## config.mk

```make
export PLATFORM = sky130hd
export DESIGN_NAME = processing_unit
export DESIGN_NICKNAME = d
export VERILOG_FILES = /design/src/rtl/fp16_pkg.sv /design/src/rtl/fp16_round_pack.sv /design/src/rtl/processing_unit.sv
export SDC_FILE = /design/constraint.sdc
export NUM_CORES = 1
export LEC_CHECK = 0
export CORE_MARGIN = 2
export CORE_UTILIZATION = 25
export CTS_CLUSTER_DIAMETER = 80
export DETAILED_ROUTE_END_ITERATION = 8
export GPL_TIMING_DRIVEN = 0
export PLACE_DENSITY = 0.47
export SLEW_MARGIN = 20
export SYNTH_ARGS = -nofsm -noshare
export SYNTH_HDL_FRONTEND = slang
export SYNTH_SLANG_ARGS = --single-unit
export TNS_END_PERCENT = 10
```

## constraint.sdc

```tcl
create_clock -name clk -period 5.35 [get_ports clk]
set_clock_uncertainty 0.1 [all_clocks]
set_input_delay 0.8025 -clock clk [delete_from_list [all_inputs] [get_ports clk]]
set_output_delay 0.8025 -clock clk [all_outputs]
set_load 0.005 [all_outputs]
```

## src/rtl/fp16_pkg.sv

```systemverilog
// Shared FP16 definitions for the processing-element multiplier.
// Field widths, bias, canonical special encodings, FSM state type and
// the packed {sign, exp, man} view of a binary16 word.
package fp16_pkg;

    localparam int EXP_W   = 5;
    localparam int MAN_W   = 10;
    localparam int BIAS    = 15;
    localparam int EXP_MAX = 31;

    localparam logic [15:0] FP16_QNAN = 16'h7E00;
    localparam logic [15:0] FP16_INF  = 16'h7C00;

    typedef enum logic [2:0] {
        IDLE  = 3'd0,
        MUL   = 3'd1,
        NORM  = 3'd2,
        ROUND = 3'd3,
        DONE  = 3'd4
    } pu_state_t;

    typedef struct packed {
        logic             sign;
        logic [EXP_W-1:0] exp;
        logic [MAN_W-1:0] man;
    } fp16_t;

endpackage

```

## src/rtl/fp16_round_pack.sv

```systemverilog
// Combinational RNE rounding and packing of a normalised FP16 product.
// Ports: sign, signed biased exponent, 10-bit fraction, guard/round/sticky,
// special flags (nan/inf/zero) in; packed 16-bit result out. No latency.
module fp16_round_pack
    import fp16_pkg::*;
(
    input  logic              sign,
    input  logic signed [6:0] exp_in,
    input  logic [MAN_W-1:0]  man_in,
    input  logic              guard,
    input  logic              rnd,
    input  logic              sticky,
    input  logic              is_nan,
    input  logic              is_inf,
    input  logic              is_zero,
    output logic [15:0]       result
);

    localparam logic signed [7:0] EMAX = 8'(EXP_MAX);

    logic              round_up;
    logic [MAN_W:0]    man_sum;
    logic signed [7:0] exp_fin;

    always_comb begin
        round_up = guard & (rnd | sticky | man_in[0]);
        man_sum  = {1'b0, man_in} + {{MAN_W{1'b0}}, round_up};
        // A carry out of the fraction means 1.111.. rounded up to 10.000..;
        // the fraction bits are already zero, only the exponent moves.
        exp_fin  = {exp_in[6], exp_in} + {7'd0, man_sum[MAN_W]};

        if (is_nan) begin
            result = FP16_QNAN;
        end else if (is_inf) begin
            result = {sign, FP16_INF[14:0]};
        end else if (is_zero) begin
            result = {sign, 15'd0};
        end else if (exp_fin >= EMAX) begin
            result = {sign, FP16_INF[14:0]};
        end else if (exp_fin <= 8'sd0) begin
            result = {sign, 15'd0};
        end else begin
            result = {sign, exp_fin[EXP_W-1:0], man_sum[MAN_W-1:0]};
        end
    end

endmodule

```

## src/rtl/processing_unit.sv

```systemverilog
// Multi-cycle FP16 multiplier: latch a/b on start, P = a*b via MUL/NORM/ROUND.
// Ports: clk, reset (async active-low), start, a, b in; P (registered), ready out.
// ready is high in DONE only; start is sampled in IDLE or DONE, ignored while busy.
module processing_unit
    import fp16_pkg::*;
(
    input  logic        clk,
    input  logic        reset,
    input  logic        start,
    input  logic [15:0] a,
    input  logic [15:0] b,
    output logic [15:0] P,
    output logic        ready
);

    pu_state_t state, state_nxt;

    fp16_t             a_r, b_r;
    logic              sign_r;
    logic signed [6:0] exp_r;
    logic [21:0]       prod_r;
    logic              nan_r, inf_r, zero_r;
    logic [MAN_W-1:0]  man_r;
    logic              g_r, r_r, s_r;

    // Operand classification on the latched operands (used in MUL).
    logic        a_zero, b_zero, a_inf, b_inf, a_nan, b_nan;
    logic [21:0] prod_c;
    logic [6:0]  exp_sum_c;
    logic [15:0] packed_res;

    // Subnormals (exp==0, man!=0) are treated as zero: flush-to-zero inputs.
    assign a_zero = (a_r.exp == '0);
    assign b_zero = (b_r.exp == '0);
    assign a_inf  = (a_r.exp == '1) && (a_r.man == '0);
    assign b_inf  = (b_r.exp == '1) && (b_r.man == '0);
    assign a_nan  = (a_r.exp == '1) && (a_r.man != '0);
    assign b_nan  = (b_r.exp == '1) && (b_r.man != '0);

    assign prod_c    = 22'({1'b1, a_r.man}) * 22'({1'b1, b_r.man});
    // Range -13..45 fits a 7-bit signed value.
    assign exp_sum_c = {2'b00, a_r.exp} + {2'b00, b_r.exp} - 7'(BIAS);

    // State register
    always_ff @(posedge clk or negedge reset) begin
        if (!reset) state <= IDLE;
        else        state <= state_nxt;
    end

    // Next-state logic
    always_comb begin
        state_nxt = state;
        case (state)
            IDLE:    if (start) state_nxt = MUL;
            MUL:     state_nxt = NORM;
            NORM:    state_nxt = ROUND;
            ROUND:   state_nxt = DONE;
            DONE:    state_nxt = start ? MUL : IDLE;
            default: state_nxt = IDLE;
        endcase
    end

    // Outputs
    always_comb begin
        ready = (state == DONE);
    end

    fp16_round_pack u_round_pack (
        .sign    (sign_r),
        .exp_in  (exp_r),
        .man_in  (man_r),
        .guard   (g_r),
        .rnd     (r_r),
        .sticky  (s_r),
        .is_nan  (nan_r),
        .is_inf  (inf_r),
        .is_zero (zero_r),
        .result  (packed_res)
    );

    // Datapath registers
    always_ff @(posedge clk or negedge reset) begin
        if (!reset) begin
            a_r    <= '0;
            b_r    <= '0;
            sign_r <= 1'b0;
            exp_r  <= '0;
            prod_r <= '0;
            nan_r  <= 1'b0;
            inf_r  <= 1'b0;
            zero_r <= 1'b0;
            man_r  <= '0;
            g_r    <= 1'b0;
            r_r    <= 1'b0;
            s_r    <= 1'b0;
            P      <= 16'h0000;
        end else begin
            case (state)
                IDLE, DONE: begin
                    if (start) begin
                        a_r <= a;
                        b_r <= b;
                    end
                end
                MUL: begin
                    sign_r <= a_r.sign ^ b_r.sign;
                    exp_r  <= exp_sum_c;
                    prod_r <= prod_c;
                    nan_r  <= a_nan | b_nan | (a_inf & b_zero) | (b_inf & a_zero);
                    inf_r  <= a_inf | b_inf;
                    zero_r <= a_zero | b_zero;
                end
                NORM: begin
                    // Product of two 1.x values lies in [1,4); bit 21 set means [2,4).
                    if (prod_r[21]) begin
                        exp_r <= exp_r + 7'sd1;
                        man_r <= prod_r[20:11];
                        g_r   <= prod_r[10];
                        r_r   <= prod_r[9];
                        s_r   <= |prod_r[8:0];
                    end else begin
                        man_r <= prod_r[19:10];
                        g_r   <= prod_r[9];
                        r_r   <= prod_r[8];
                        s_r   <= |prod_r[7:0];
                    end
                end
                ROUND: begin
                    P <= packed_res;
                end
                default: ;
            endcase
        end
    end

endmodule

```

==> run summary <==
RSZ-0062 raised after global routing = false
# port buffers = 51
Finished Layout Cells = 1,433
Fraction of registers with async set/reset = 100.0%
Layout area overhead = 18.19%
CP peak stage delay = 0.56 ns
Synth warn = 0
Distinct cell type count after synthesis = 57
Via density = 4.470
DRT met1 WL = 10,820 um
Critical Path Source = a_r[1]
Mapped Nets = 1,102
# IOs = 52
Setup slack, reg-to-reg = 0.19 ns
Type of the worst setup path = reg -> reg
Measured slew at the worst slew-check pin = 0.6606 ns
Crit start category = flip-flop
Fmax = 0.1937 GHz
Largest net degree at the start of global routing = 52
Final hold violations = 0
Post-DRT Antenna Nets = 0
Cts hold-fix bufs = 0
Number of synthesized flops with an enable pin = 0
CP required = 5.52 ns
Worst setup path endpoint = prod_r[14]
Initial Utilization = 25.33%
Sequential fraction of the synthesis area = 28.58%
Critical Path AT = 5.33 ns
Avg Inst Size Synth = 9.292 um^2
Slowest CP cell = fa_1
Vias in the first global route = 6,475
Layout cells sized above 1 = 10.15%
Final Cell Area = 0.01004 mm^2
Top layer in use = met4
Nets@finish = 1,168
Die height = 188.3 um
Syn Inst Count = 914
Metal3 WL = 911 um
R2R Path End = prod_r[14]
Crit-path max FO = 9
DP Area = 0.009593 mm^2
Congestion Overflow GR = 0
First-pass GRT wire length = 34,830 um
Drt total wl = 21,380 um
Outcome = finished clean
RePlAce Congestion = 0.8233
Root Driver = clkbuf_16
Minimum clock period = 5.163 ns
Placed insts = 1,414
CTS max path bufs = 2
Clk sinks = 97
Drc violations = 0
Most used DFF post-synth = dfrtp_1
Mapped Area = 0.008493 mm^2
Commonest non-fill, non-tap cell in the layout = nand2_1
Clock Latency Late Sink = 0.36 ns
Detailed Place HPWL = 17,000 um
Worst r2r path cells = 15
H-tree depth = 3
Max-Cap Viols = 0
Drt wl/cell = 14.92 um
Crit-path most repeated cell = fa_1
DR iter-0 viols = 362
Worst Hold Class = in -> async
Die Wd = 188.3 um
Relative slew margins = 55.96%
Cells along the critical path = inv_1 > fa_1 > inv_1 > fa_1 > fa_1 > fa_1 > inv_1 > fa_1 > inv_1 > ha_2 > a21o_1 > o311a_4 > o21a_1 > o21a_1 > o31ai_1
Core ar. = 0.03353 mm^2
# rows = 67
GRT Overall Usage = 12.33%
R2R Path Start = a_r[1]
Initial antenna violation count = 1
Commonest non-fill, non-tap cells in the layout = nand2_1 (144), inv_1 (122), dfrtp_1 (84), fa_1 (81), ha_1 (69)
CTS Buf Count = 9
Die Area = 0.03546 mm^2
Ant diodes = 0
Final worst-path cycle share = 96.50%
Via Count = 6,405
Final slew viol count = 0
CTS tree = built
#FFs+latches synth = 97
Crit. End Element = flip-flop
Routed wl met2 = 9424 um
Final setup vio count = 0
CTS clock-pin slew for the worst setup and hold paths = 0.08 ns
DRT Pass-1 Iters = 4
==> cell type report <==
type / count / area, um^2
buffer: 30 / 145.1
fill: 3582 / 23490
tap: 448 / 560.5
sequential: 97 / 2444
clock inverter: 7 / 61.31
timing repair buffer: 66 / 656.9
clock buffer: 9 / 225.2
multi-input combinational: 652 / 5480
inverter: 124 / 465.4
==> what timing repair did <==
item	4_1_cts	5_1_grt
setup endpoints to repair	7	10
resized for setup	13	32
pin swaps	0	2
setup buffers	0	14
cloned	0	0
==> critical path, delay by kind of cell (launching register included) <==
family                   cells  cell delay (ns)
AO/OA/AOI/OAI                5             1.17
adder cells (fa/ha/maj)      6             2.98
buffers and inverters        4             0.32
flip-flops                   1             0.49
==> metal layers <==
metal | up-vias | track usage, %
met1 | 3149 | 17.98
met5 | - | 0
met2 | 126 | 19.30
met3 | 17 | 2.161
met4 | 0 | 2.163
li1 | 3113 | -
==> cell families after synthesis <==
family                   Yosys count  share of synthesized area, %
adder cells (fa/ha/maj)          153                         29.70
buffers and inverters            165                         7.395
AO/OA/AOI/OAI                    149                         10.96
multiplexers                      33                         4.169
flip-flops                        97                         28.58
AND/OR/NAND/NOR                  287                         16.10
XOR/XNOR                          30                         3.094
==> sequential cells by signal, indices dropped and copies added, names as in the netlist, 3 cells and up <==
register	cells
b_r	16
state	3
prod_r	22
exp_r	7
a_r	16
P	16
man_r	10
==> cell usage after synthesis (5+ instances only) <==
master,count,area share [%]
xnor2_1,17,1.8
o31ai_1,5,0.44
nor3_1,5,0.29
o21ai_1,13,0.77
a21oi_1,35,2.1
xor2_1,13,1.3
o21ai_0,44,2.6
nor2_1,33,1.5
nand2_1,144,6.4
a21o_1,10,0.88
and3_1,10,0.74
o211ai_1,6,0.53
o21a_1,7,0.62
clkbuf_1,34,1.5
mux2i_1,14,1.6
inv_1,123,5.4
fa_1,81,19
ha_1,72,11
dfrtp_1,97,29
and2_1,45,3.3
nor4_1,5,0.37
nand3_1,16,0.94
o21ai_2,9,0.93
mux2_2,19,2.5
==> per-stage QoR <==
stage / utilization, % / hold WS (ns) / setup WS (ns) / TNS [ns]
finish: 29.94 / 0.2625 / 0.1874 / 0
global route: 29.94 / 0.2940 / 0.004174 / 0
CTS: 29.39 / 0.2799 / 0.005047 / 0
detailed placement: 28.61 / 0.3589 / -0.2975 / -1.381
global placement: 28.52 / 0.3502 / -0.7276 / -70.07
floorplan: - / 0.3377 / 0.2414 / 0
==> worst min path at each step <==
| stage | endpoint | slack [ns] | from | cells past startpoint |
|---|---|---|---|---|
| 2_1_floorplan | prod_r[1] | 0.34 | prod_r[1] | 2 |
| 3_3_place_gp | prod_r[0] | 0.35 | prod_r[0] | 2 |
| 3_5_place_dp | prod_r[1] | 0.36 | prod_r[1] | 2 |
| 4_1_cts | P[10] | 0.28 | reset | 1 |
| 5_1_grt | P[10] | 0.29 | reset | 1 |
| 6_report | P[10] | 0.26 | reset | 1 |
Power is not shown: default switching activity piles up to over one toggle a cycle in this logic, so the estimate is an artifact.
